$ cat config.mk
export PLATFORM = sky130hd
export DESIGN_NAME = apb_master_bridge_flat
export DESIGN_NICKNAME = d
export VERILOG_FILES = /design/src/rtl/apb_pkg.sv /design/src/rtl/apb_master_bridge_if.sv /design/src/rtl/apb_master_bridge.sv /design/src/flat_wrapper.sv
export SDC_FILE = /design/constraint.sdc
export NUM_CORES = 1
export LEC_CHECK = 0
export BUFFER_PORTS_ARGS = -buffer_cell sky130_fd_sc_hd__buf_2
export CAP_MARGIN = 20
export CELL_PAD_IN_SITES_DETAIL_PLACEMENT = 1
export CELL_PAD_IN_SITES_GLOBAL_PLACEMENT = 2
export CORE_UTILIZATION = 29
export DETAILED_ROUTE_END_ITERATION = 8
export GPL_ROUTABILITY_DRIVEN = 0
export PLACE_DENSITY = 0.9
export RECOVER_POWER = 50
export SYNTH_ARGS = -nofsm -noshare
export SYNTH_HDL_FRONTEND = slang
export SYNTH_SLANG_ARGS = --single-unit
$ cat constraint.sdc
create_clock -name PCLK -period 3.4 [get_ports PCLK]
set_clock_uncertainty 0.2 [all_clocks]
set_input_delay 0.51 -clock PCLK [delete_from_list [all_inputs] [get_ports PCLK]]
set_output_delay 0.51 -clock PCLK [all_outputs]
set_load 0.02 [all_outputs]
$ cat src/rtl/apb_pkg.sv
// Shared definitions for the CPU-to-APB bridge: bus widths, FSM states and
// the peripheral address map behind the APB decode mux.
package apb_pkg;

    localparam int unsigned APB_ADDR_W = 32;
    localparam int unsigned APB_DATA_W = 32;

    typedef enum logic [1:0] {
        IDLE,
        SETUP,
        ACCESS,
        ERR
    } apb_state_e;

    localparam logic [31:0] DMEM_BASE   = 32'h0000_3000;
    localparam logic [31:0] DMEM_LAST   = 32'h0000_37FF;
    localparam logic [31:0] SWITCH_ADDR = 32'h0000_0020;
    localparam logic [31:0] LED_ADDR    = 32'h0000_0024;
    localparam logic [31:0] TIMER_BASE  = 32'h0000_0000;
    localparam logic [31:0] TIMER_LAST  = 32'h0000_0018;

    function automatic logic is_word_aligned(input logic [1:0] addr_lsb);
        return addr_lsb == 2'b00;
    endfunction

endpackage

$ cat src/rtl/apb_master_bridge_if.sv
// CPU request/response channel plus APB master signals of the bridge.
// The master modport is the bridge's view; slave is the CPU + APB fabric view.
interface apb_master_bridge_if #(
    parameter int unsigned ADDR_W = 32,
    parameter int unsigned DATA_W = 32
);

    logic              req_valid;
    logic              req_ready;
    logic              req_write;
    logic [ADDR_W-1:0] req_addr;
    logic [DATA_W-1:0] req_wdata;
    logic              rsp_valid;
    logic [DATA_W-1:0] rsp_rdata;
    logic              rsp_err;

    logic [ADDR_W-1:0] M_PADDR;
    logic              M_PWRITE;
    logic              M_PSEL;
    logic              M_PENABLE;
    logic [DATA_W-1:0] M_PWDATA;
    logic [DATA_W-1:0] M_PRDATA;
    logic              M_PREADY;

    modport master (
        input  req_valid, req_write, req_addr, req_wdata,
        input  M_PRDATA, M_PREADY,
        output req_ready, rsp_valid, rsp_rdata, rsp_err,
        output M_PADDR, M_PWRITE, M_PSEL, M_PENABLE, M_PWDATA
    );

    modport slave (
        output req_valid, req_write, req_addr, req_wdata,
        output M_PRDATA, M_PREADY,
        input  req_ready, rsp_valid, rsp_rdata, rsp_err,
        input  M_PADDR, M_PWRITE, M_PSEL, M_PENABLE, M_PWDATA
    );

endinterface

$ cat src/rtl/apb_master_bridge.sv
// Single-beat CPU load/store to APB3 bridge with wait states, bounded-wait
// timeout, misaligned-address rejection and back-to-back SETUP chaining.
module apb_master_bridge
    import apb_pkg::*;
#(
    parameter int unsigned ADDR_W         = APB_ADDR_W,
    parameter int unsigned DATA_W         = APB_DATA_W,
    parameter int unsigned TIMEOUT_CYCLES = 255
) (
    input  logic                PCLK,
    input  logic                PRESETn,
    apb_master_bridge_if.master bus
);

    localparam int unsigned      CNT_W    = (TIMEOUT_CYCLES == 0) ? 1 : $clog2(TIMEOUT_CYCLES + 1);
    localparam logic [CNT_W-1:0] CNT_LAST = CNT_W'(TIMEOUT_CYCLES - 1);

    apb_state_e        state_q, state_d;
    logic [ADDR_W-1:0] paddr_q, paddr_d;
    logic              pwrite_q, pwrite_d;
    logic [DATA_W-1:0] pwdata_q, pwdata_d;
    logic              psel_q, psel_d;
    logic              penable_q, penable_d;
    logic [CNT_W-1:0]  cnt_q, cnt_d;
    logic              rsp_valid_q, rsp_valid_d;
    logic              rsp_err_q, rsp_err_d;
    logic [DATA_W-1:0] rsp_rdata_q, rsp_rdata_d;

    logic timeout_hit;
    logic complete;
    logic req_ready;
    logic accept;

    // A forced timeout only applies when PREADY is low; PREADY on the same edge wins.
    always_comb begin
        timeout_hit = (TIMEOUT_CYCLES != 0) && (cnt_q == CNT_LAST) && !bus.M_PREADY;
        complete    = (state_q == ACCESS) && (bus.M_PREADY || timeout_hit);
        req_ready   = (state_q == IDLE) || complete;
        accept      = bus.req_valid && req_ready;
    end

    always_comb begin
        state_d     = state_q;
        paddr_d     = paddr_q;
        pwrite_d    = pwrite_q;
        pwdata_d    = pwdata_q;
        psel_d      = psel_q;
        penable_d   = penable_q;
        cnt_d       = cnt_q;
        rsp_valid_d = 1'b0;
        rsp_err_d   = 1'b0;
        rsp_rdata_d = '0;

        unique case (state_q)
            IDLE: begin
                psel_d    = 1'b0;
                penable_d = 1'b0;
            end
            SETUP: begin
                state_d   = ACCESS;
                penable_d = 1'b1;
                cnt_d     = '0;
            end
            ACCESS: begin
                if (complete) begin
                    state_d     = IDLE;
                    psel_d      = 1'b0;
                    penable_d   = 1'b0;
                    rsp_valid_d = 1'b1;
                    rsp_err_d   = !bus.M_PREADY;
                    rsp_rdata_d = (bus.M_PREADY && !pwrite_q) ? bus.M_PRDATA : '0;
                end else if (TIMEOUT_CYCLES != 0) begin
                    cnt_d = cnt_q + CNT_W'(1);
                end
            end
            ERR: begin
                state_d     = IDLE;
                rsp_valid_d = 1'b1;
                rsp_err_d   = 1'b1;
            end
            default: state_d = IDLE;
        endcase

        // Acceptance overrides the IDLE/ACCESS-completion defaults above so a
        // chained aligned request keeps PSEL high straight into SETUP.
        if (accept) begin
            if (is_word_aligned(bus.req_addr[1:0])) begin
                state_d   = SETUP;
                psel_d    = 1'b1;
                penable_d = 1'b0;
                paddr_d   = bus.req_addr;
                pwrite_d  = bus.req_write;
                pwdata_d  = bus.req_wdata;
            end else begin
                state_d   = ERR;
                psel_d    = 1'b0;
                penable_d = 1'b0;
            end
        end
    end

    always_ff @(posedge PCLK or negedge PRESETn) begin
        if (!PRESETn) begin
            state_q     <= IDLE;
            paddr_q     <= '0;
            pwrite_q    <= 1'b0;
            pwdata_q    <= '0;
            psel_q      <= 1'b0;
            penable_q   <= 1'b0;
            cnt_q       <= '0;
            rsp_valid_q <= 1'b0;
            rsp_err_q   <= 1'b0;
            rsp_rdata_q <= '0;
        end else begin
            state_q     <= state_d;
            paddr_q     <= paddr_d;
            pwrite_q    <= pwrite_d;
            pwdata_q    <= pwdata_d;
            psel_q      <= psel_d;
            penable_q   <= penable_d;
            cnt_q       <= cnt_d;
            rsp_valid_q <= rsp_valid_d;
            rsp_err_q   <= rsp_err_d;
            rsp_rdata_q <= rsp_rdata_d;
        end
    end

    assign bus.req_ready = req_ready;
    assign bus.rsp_valid = rsp_valid_q;
    assign bus.rsp_err   = rsp_err_q;
    assign bus.rsp_rdata = rsp_rdata_q;
    assign bus.M_PADDR   = paddr_q;
    assign bus.M_PWRITE  = pwrite_q;
    assign bus.M_PWDATA  = pwdata_q;
    assign bus.M_PSEL    = psel_q;
    assign bus.M_PENABLE = penable_q;

endmodule

$ cat src/flat_wrapper.sv
// flat-port wrapper written by rule: the top's interface ports become plain ports
module apb_master_bridge_flat import apb_pkg::*;
#(
    parameter int unsigned ADDR_W         = APB_ADDR_W,
    parameter int unsigned DATA_W         = APB_DATA_W,
    parameter int unsigned TIMEOUT_CYCLES = 255
)
  (PCLK, PRESETn, bus_req_valid, bus_req_write, bus_req_addr, bus_req_wdata, bus_M_PRDATA, bus_M_PREADY, bus_req_ready, bus_rsp_valid, bus_rsp_rdata, bus_rsp_err, bus_M_PADDR, bus_M_PWRITE, bus_M_PSEL, bus_M_PENABLE, bus_M_PWDATA);
  apb_master_bridge_if #(.ADDR_W(ADDR_W), .DATA_W(DATA_W)) bus_i ();
  input  logic PCLK;
  input  logic PRESETn;
  input wire logic [$bits(bus_i.req_valid)-1:0] bus_req_valid;
  input wire logic [$bits(bus_i.req_write)-1:0] bus_req_write;
  input wire logic [$bits(bus_i.req_addr)-1:0] bus_req_addr;
  input wire logic [$bits(bus_i.req_wdata)-1:0] bus_req_wdata;
  input wire logic [$bits(bus_i.M_PRDATA)-1:0] bus_M_PRDATA;
  input wire logic [$bits(bus_i.M_PREADY)-1:0] bus_M_PREADY;
  output wire logic [$bits(bus_i.req_ready)-1:0] bus_req_ready;
  output wire logic [$bits(bus_i.rsp_valid)-1:0] bus_rsp_valid;
  output wire logic [$bits(bus_i.rsp_rdata)-1:0] bus_rsp_rdata;
  output wire logic [$bits(bus_i.rsp_err)-1:0] bus_rsp_err;
  output wire logic [$bits(bus_i.M_PADDR)-1:0] bus_M_PADDR;
  output wire logic [$bits(bus_i.M_PWRITE)-1:0] bus_M_PWRITE;
  output wire logic [$bits(bus_i.M_PSEL)-1:0] bus_M_PSEL;
  output wire logic [$bits(bus_i.M_PENABLE)-1:0] bus_M_PENABLE;
  output wire logic [$bits(bus_i.M_PWDATA)-1:0] bus_M_PWDATA;
  assign bus_i.req_valid = bus_req_valid;
  assign bus_i.req_write = bus_req_write;
  assign bus_i.req_addr = bus_req_addr;
  assign bus_i.req_wdata = bus_req_wdata;
  assign bus_i.M_PRDATA = bus_M_PRDATA;
  assign bus_i.M_PREADY = bus_M_PREADY;
  assign bus_req_ready = bus_i.req_ready;
  assign bus_rsp_valid = bus_i.rsp_valid;
  assign bus_rsp_rdata = bus_i.rsp_rdata;
  assign bus_rsp_err = bus_i.rsp_err;
  assign bus_M_PADDR = bus_i.M_PADDR;
  assign bus_M_PWRITE = bus_i.M_PWRITE;
  assign bus_M_PSEL = bus_i.M_PSEL;
  assign bus_M_PENABLE = bus_i.M_PENABLE;
  assign bus_M_PWDATA = bus_i.M_PWDATA;
  apb_master_bridge #(.ADDR_W(ADDR_W), .DATA_W(DATA_W), .TIMEOUT_CYCLES(TIMEOUT_CYCLES)) u_core (.PCLK(PCLK), .PRESETn(PRESETn), .bus(bus_i));
endmodule
# After elaboration in Yosys (flattened, before gate mapping)
# Cells that the tools add are included.
# Widths: inputs -> output; s select.
# totals
inputBits	101
register_bits	111
# classes
n_reduce_logical	19
n_mux	19
eq_ne	6
add_sub_neg	1
# ops
operator	count
$mux 32	3
$pmux 8 s2	1
$reduce_and 2->1	5
$add 8x1->8 const B	1
$eq 8x8->1 const B	1
$mux 8	1
$reduce_bool 4->1	2
$mux 1	6
$mux 2	3
$pmux 1 s2	3
$pmux 2 s3	1
$eq 2x2->1 const B	2
$logic_and 1x1->1	4
$logic_not 2->1	2
$ne 3x1->1 const B	1
$pmux 1 s3	1
$reduce_bool 3->1	1
$eq 2x1->1 const B	1
$logic_not 1->1	2
$logic_or 1x1->1	2
$ne 2x2->1 const B	1
$reduce_bool 2->1	1

# Logic depth before layout (Yosys ltp)
# Gate-level depths: netlist of run 1.
# logic_depth
depth_word	8
ltp_mapped	8
mapped_depth_nobuf	6

# Least setup slack after synthesis of run 1
# OpenSTA, ideal clock, no wires.
# synth_path
path_kind	register -> register
start	register u_core.cnt_q[0]
end	register u_core.paddr_q[10], in the netlist u_core.bus.M_PADDR[10]
synth_period_minus_slack_ps	2380
stages_incl_launch_ff	9
path_slack_ps	1020
arrival_time_ps	2054
path_cell_list	dfrtp_1 inv_1 ha_1 nand3_2 o211a_1 or4_4 buf_6 buf_6 mux2_4
# synth_between
elab_chain_cells	7
# synth_lines
element	line	source
start, declared	apb_master_bridge.sv:24	logic [CNT_W-1:0] cnt_q, cnt_d;
start signal, assigned	apb_master_bridge.sv:121	cnt_q <= cnt_d;
$eq 8x8->1	apb_master_bridge.sv:36	timeout_hit = (TIMEOUT_CYCLES != 0) && (cnt_q == CNT_LAST) && !bus.M_PREADY;
$logic_and 1x1->1	apb_master_bridge.sv:36	
$logic_or 1x1->1	apb_master_bridge.sv:37	complete = (state_q == ACCESS) && (bus.M_PREADY || timeout_hit);
$logic_and 1x1->1	apb_master_bridge.sv:37	
$logic_or 1x1->1	apb_master_bridge.sv:38	req_ready = (state_q == IDLE) || complete;
$logic_and 1x1->1	apb_master_bridge.sv:39	accept = bus.req_valid && req_ready;
$reduce_and 2->1 (no source line)	-	
end signal, assigned	apb_master_bridge.sv:116	paddr_q <= paddr_d;
end, declared	apb_master_bridge.sv:19	logic [ADDR_W-1:0] paddr_q, paddr_d;
# No other way between the ends.
# A chain may end at the register's enable or synchronous reset.

# Worst setup path in the final report of run 1
# layout_path
start	register u_core.cnt_q[0]
end	register u_core.paddr_q[5], in the netlist u_core.bus.M_PADDR[5]
# Same word-level chain as after synthesis.

==> impl_results.md, run 1 <==
* Syn avg cell area at 15.3 µm²
* Final Net Count at 585
* Die X at 123 µm
* Critical Path RT at 3.43 ns
* Mapped Cells at 278
* Slew HR at -0.00602
* Final period util at 0.836
* DR pass1 iterations at 4
* First-pass GRT wire length at 16.7 mm
* Largest net degree at the start of global routing at 67
* Worst Hold Class: input port to flop
* Power per cell area at 718 mW/mm²
* H-tree levels at 3
* Synth Area in XOR/XNOR at 0
* Yosys warning count at 0
* Clock tree from TritonCTS: yes
* Crit path cell chain: inv_1 -> ha_1 -> nand3_1 -> o211a_1 -> or4_4 -> mux2_4
* Worst hold path depth at 2
* Most frequent cells in the layout: buf_2 (153), dfrtp_1 (111), clkbuf_1 (51), mux2_4 (30)
* Area after DPL at 0.00544 mm²
* CP startpoint kind: flop
* CTS sink count at 111
* RSZ-0062 raised after global routing: false
* CP max-delay cell: or4_4
* Data arrival, critical path at 2.87 ns
* Fillers at 1548
* Synth Register Bits at 111
* Critical path type: flop to flop
* Post-synthesis mux area share at 0.193
* Num CTS Buffers at 9
* R2r startpoint: u_core.cnt_q[0]
* # diodes at 0
* Die height at 123 µm
* Post-DP HPWL at 8.03 mm
* CP max FO at 66
* Io pins at 203
* CTS root buffer: clkbuf_16
* Critical path endpoint category: flop
* Clock slew seen by the registers of the worst setup and hold paths at 0.07 ns
* Main combinational cell family by area after synthesis: multiplexers
* Outcome: complete, but fails checks
* Synth-to-Final Area Change at 34.4%
* Die area at 0.0152 mm²
* Vias at 3011
* Top cells by area, synth: dfrtp_1 (65%), mux2_4 (11%), mux2_2 (6.9%)
* ANT nets after route at 0
* Failing checks: capacitance limit, slew limit
* Cts hold-fix bufs at 1
* Post-Synth Adder-Cell Area at 0.00588
* Post-route cell area at 0.00572 mm²
* Final min period at 2.84 ns
* Post-synth cell types at 33
* Initial core utilization at 0.302
* Synthesized area at 0.00425 mm²
* Synth Area in Compound Gates at 0.0300
* Maximum vdd drop at 0.294 mV
* Simple-gate share of the synthesized area at 0.0935
* Crit path launch: u_core.cnt_q[0]
* Vias in the first global route at 3266
* I/O Buffers at 202
* Commonest non-fill, non-tap cell in the layout: buf_2
* Core area at 0.0141 mm²
* Post-Route WL at 10.6 mm
* Layout cells sized above 1 at 0.470
* Setup TNS at 0 ns
* Post-synthesis sequential area ratio at 0.653
* Initial antenna violation count at 0
* Setup bufs post-CTS at 0
* Least-Margin Pin Slew at 1.51 ns
* Max-slew violations at 26
* Row count at 43
* Worst-Skew Late Latency at 0.35 ns
* Hold_sp: bus_M_PRDATA[18]
* Share of the synthesized area in the top cell type at 0.653
* Post-Syn Nets at 381
* Final hold vios at 0
* Synth area leader: dfrtp_1
* Core Util, Final at 0.405
* DR WL/cell at 15.9 µm
* Initial drt markers at 115
* Static Leak at 2.90 nW
* Total GRT Usage at 0.145
* DRC at 0
* GRT overflow at 0
* Max Cap Violations at 1
* Clock Tree Buf Depth at 2
* Crit-path max cell delay at 0.89 ns
* Post-cts sizing count at 0
* Final setup fails at 0
* R2R depth at 6
* Vias per cell at 4.51
* Maximum clock frequency at 352 MHz
-- synth_stat cells (all sizes together) --
library cell  number
nor2               3
o21ai              6
o31ai              1
nor3b              1
nand4              1
o211a              1
nor4               1
mux2              63
and2              34
a31oi              1
o211ai             5
inv                4
nand2              5
ha                 2
and3               1
clkbuf             6
buf                7
o311ai             1
nand3             10
nor3               2
nor2b              1
dfrtp            111
or3                1
or4                3
a21oi              1
nand2b             3
o21a               3
-- flip-flops by register name, summed over array words and instances (netlist names) --
| signal | cells |
|---|---|
| u_core.bus.M_PWDATA | 32 |
| u_core.bus.M_PSEL | 1 |
| u_core.bus.rsp_rdata | 32 |
| u_core.cnt_q | 8 |
| u_core.bus.rsp_valid | 1 |
| u_core.bus.M_PADDR | 32 |
| u_core.bus.M_PENABLE | 1 |
| u_core.state_q | 2 |
| u_core.bus.M_PWRITE | 1 |
| u_core.bus.rsp_err | 1 |
-- worst paths after layout --
path                                             to  slack [ns]
setup / recovery              u_core.bus.M_PADDR[5]        0.56
hold reg to reg               u_core.bus.M_PADDR[0]        0.29
max in group asynchronous  u_core.bus.rsp_rdata[27]        0.97
min in group asynchronous     u_core.bus.M_PADDR[2]        0.86
setup reg to reg              u_core.bus.M_PADDR[5]        0.56
hold / removal             u_core.bus.rsp_rdata[18]        0.16
-- critical path, delay by kind of cell, from the launching register on --
kind	cells	cell delay, ns
AO/OA/AOI/OAI	1	0.30
adder cells (fa/ha/maj)	1	0.17
buffers and inverters	1	0.08
flip-flops	1	0.42
multiplexers	1	0.45
AND/OR/NAND/NOR	2	1.04
-- cell families after synthesis --
kind of cell	after synthesis
buffers and inverters	17
DFF	111
and+or+nand+nor	66
muxes	63
AOI/OAI and AO/OA	19
adders and majority gates	2
-- area by class of cell --
cell class,instances,area [µm²],area share
Multi-Input combinational cell,150,1370,0.240
Sequential cell,111,2780,0.486
Clock inverter,4,77.6,0.0136
Timing Repair Buffer,206,991,0.173
Clock buffer,12,256,0.0449
Tap cell,180,225,0.0394
Inverter,4,15.0,0.00263
-- per-layer routing --
layer,routed length [µm],global-route usage,vias up
li1,-,-,1360
met1,4230,0.169,1498
met2,5150,0.238,141
met3,1070,0.0590,12
met4,160,0.0527,0
met5,0,0,-
-- per-stage QoR --
step,setup slack [ns],hold slack [ns],power [mW],cells
3_3_place_gp,0.666,0.241,2.97,650
2_1_floorplan,1.02,0.0144,2.53,278
4_1_cts,0.531,0.147,4.20,667
6_report,0.557,0.163,4.10,667
5_1_grt,0.395,0.150,4.34,667
3_5_place_dp,0.534,0.256,3.02,650
-- where the power goes --
| group | internal, mW | switching [mW] | total [mW] | leakage (nW) |
|---|---|---|---|---|
| combinational | 0.488 | 0.660 | 1.15 | 1.33 |
| clock | 0.689 | 0.469 | 1.16 | 0.163 |
| sequential | 1.62 | 0.179 | 1.80 | 1.41 |
Power figures use the tool's default switching activity.
==> run 2, diff against run 1 <==
- clock period: 3.4 -> 2.7 ns (I/O delays scaled with it)
==> impl_results.md, run 2 (same netlist as run 1, synthesis figures left out) <==
* Critical Path RT at 2.72 ns (-0.71 ns)
* Maximum clock frequency at 389 MHz (+10%)
* Post-DP HPWL at 8.11 mm (+0.93%)
* DR pass1 iterations at 4 (unchanged)
* Vias in the first global route at 3305 (+1.2%)
* Fillers at 1587 (+2.5%)
* H-tree levels at 3 (unchanged)
* CTS root buffer: clkbuf_16
* # diodes at 0 (unchanged)
* Io pins at 203 (unchanged)
* Sw Share at 0.338 (+0.0191)
* RSZ-0062 raised after global routing: false
* Worst Hold Class: input port to flop
* Clock slew seen by the registers of the worst setup and hold paths at 0.07 ns (about the same)
* Most frequent cells in the layout: dfrtp_1 (111), clkbuf_1 (102), buf_2 (100), and2_1 (34), mux2_4 (30)
* Total GRT Usage at 0.144 (-0.000340)
* CP startpoint kind: flop
* DRC at 0 (unchanged)
* Post-Route WL at 10.8 mm (+2.2%)
* Clock tree from TritonCTS: yes
* DR WL/cell at 16.2 µm (+1.9%)
* Critical path type: flop to flop
* Final hold vios at 0 (unchanged)
* Synth-to-Final Area Change at 32.6%
* Die area at 0.0152 mm² (unchanged)
* ANT nets after route at 0 (unchanged)
* Clock Tree Buf Depth at 2 (unchanged)
* Final setup fails at 0 (unchanged)
* Int Pwr at 3.32 mW (+19%)
* Final min period at 2.57 ns (-0.270 ns)
* Dpl ws at 0.177 ns (-0.357 ns)
* Setup bufs post-CTS at 0 (unchanged)
* Final Net Count at 587 (+0.34%)
* First-pass GRT wire length at 16.6 mm (-0.78%)
* Initial antenna violation count at 0 (unchanged)
* Initial core utilization at 0.302 (unchanged)
* Die X at 123 µm (unchanged)
* I/O Buffers at 202 (unchanged)
* Max-slew violations at 0 (-100%)
* Row count at 43 (unchanged)
* Static Leak at 2.76 nW (-4.6%)
* Logic gate share of total power at 0.279 (about the same)
* Data arrival, critical path at 2.60 ns (-0.27 ns)
* Vias per cell at 4.43 (-1.8%)
* Critical path endpoint category: flop
* Core area at 0.0141 mm² (unchanged)
* Layout cells sized above 1 at 0.368 (-0.102)
* Least-Margin Pin Slew at 1.09 ns (-0.422 ns)
* Commonest non-fill, non-tap cell in the layout: dfrtp_1
* Power per cell area at 888 mW/mm² (+24%)
* Reg2reg setup slack at 0.13 ns (-0.43 ns)
* Initial drt markers at 113 (-1.7%)
* Outcome: completed
* Vias at 2966 (-1.5%)
* Final period util at 0.953 (+0.117)
* Largest net degree at the start of global routing at 67 (unchanged)
* Crit path launch: u_core.cnt_q[0]
* Switching pwr at 1.69 mW (+30%)
* Worst-Skew Late Latency at 0.34 ns (about the same)
* Setup TNS at 0 ns (unchanged)
* CTS sink count at 111 (unchanged)
* Maximum vdd drop at 0.266 mV (-9.5%)
* R2r startpoint: u_core.cnt_q[0]
* Clock power share at 0.267 (-0.015)
* Hold_sp: bus_M_PRDATA[16]
* GRT overflow at 0 (unchanged)
* CP max FO at 66 (unchanged)
* Max Cap Violations at 0 (-1)
* Seq pwr share at 0.454 (+0.016)
* Die height at 123 µm (unchanged)
* Slew HR at 0.275 (+0.281)
* Final WS setup at 0.127 ns (-0.430 ns)
* Num CTS Buffers at 9 (unchanged)
[run 2: timing repair]
item,CTS,global route
resized for setup,0,0
hold buffers,1,0
hold endpoints to repair,41,0
[run 2: power groups by stage]
stage,Combinational (mW),Sequential (mW),Clock (mW)
CTS,1.53,2.27,1.39
global placement,1.47,2.27,0
detailed placement,1.52,2.30,0
finish,1.40,2.27,1.34
floorplan,0.486,2.70,0
global route,1.52,2.33,1.46
[run 2: final timing paths]
path / to / depth (start not counted)
worst max-delay path: u_core.bus.M_PWDATA[30] / 7
worst min-delay path: u_core.bus.rsp_rdata[16] / 2
worst max register to register: u_core.bus.M_PWDATA[30] / 7
worst min register to register: u_core.bus.M_PWDATA[1] / 1
max in group asynchronous: u_core.cnt_q[0] / 3
min in group asynchronous: u_core.bus.M_PADDR[9] / 2
[run 2: per-layer routing]
layer / GRT usage / vias up / share of wire
met5: 0 / - / 0
met4: 0.0565 / 0 / 0.015
met3: 0.0535 / 12 / 0.10
met2: 0.251 / 136 / 0.50
met1: 0.160 / 1456 / 0.38
li1: - / 1362 / -
[run 2: cell type report]
cell class	instances	area [µm²]	area share
multi-input cells	150	1370	0.243
repair buffers	208	957	0.170
clock buffers	10	229	0.0406
inverters	4	15.0	0.00266
clock inverters	6	66.3	0.0118
flip-flops and latches	111	2780	0.492
well taps	180	225	0.0399
[run 2: critical path, stage by stage (launching register included)]
cell     delay (ns)
dfrtp_1        0.42
inv_1          0.08
ha_1           0.17
nand3_1        0.13
o211a_1        0.30
or4_4          0.50
buf_12         0.22
mux2_4         0.37
[run 2: stage by stage]
step / cells / total power [mW] / instance area, µm² / util / hold slack (ns)
finish: 669 / 5.01 / 5640 / 0.400 / 0.0590
global route: 669 / 5.31 / 5640 / 0.400 / 0.0444
CTS: 668 / 5.19 / 5770 / 0.409 / 0.0419
detailed placement: 651 / 3.82 / 5460 / 0.388 / 0.240
global placement: 651 / 3.74 / 5460 / 0.388 / 0.223
floorplan: 278 / 3.18 / 4250 / - / -0.0906
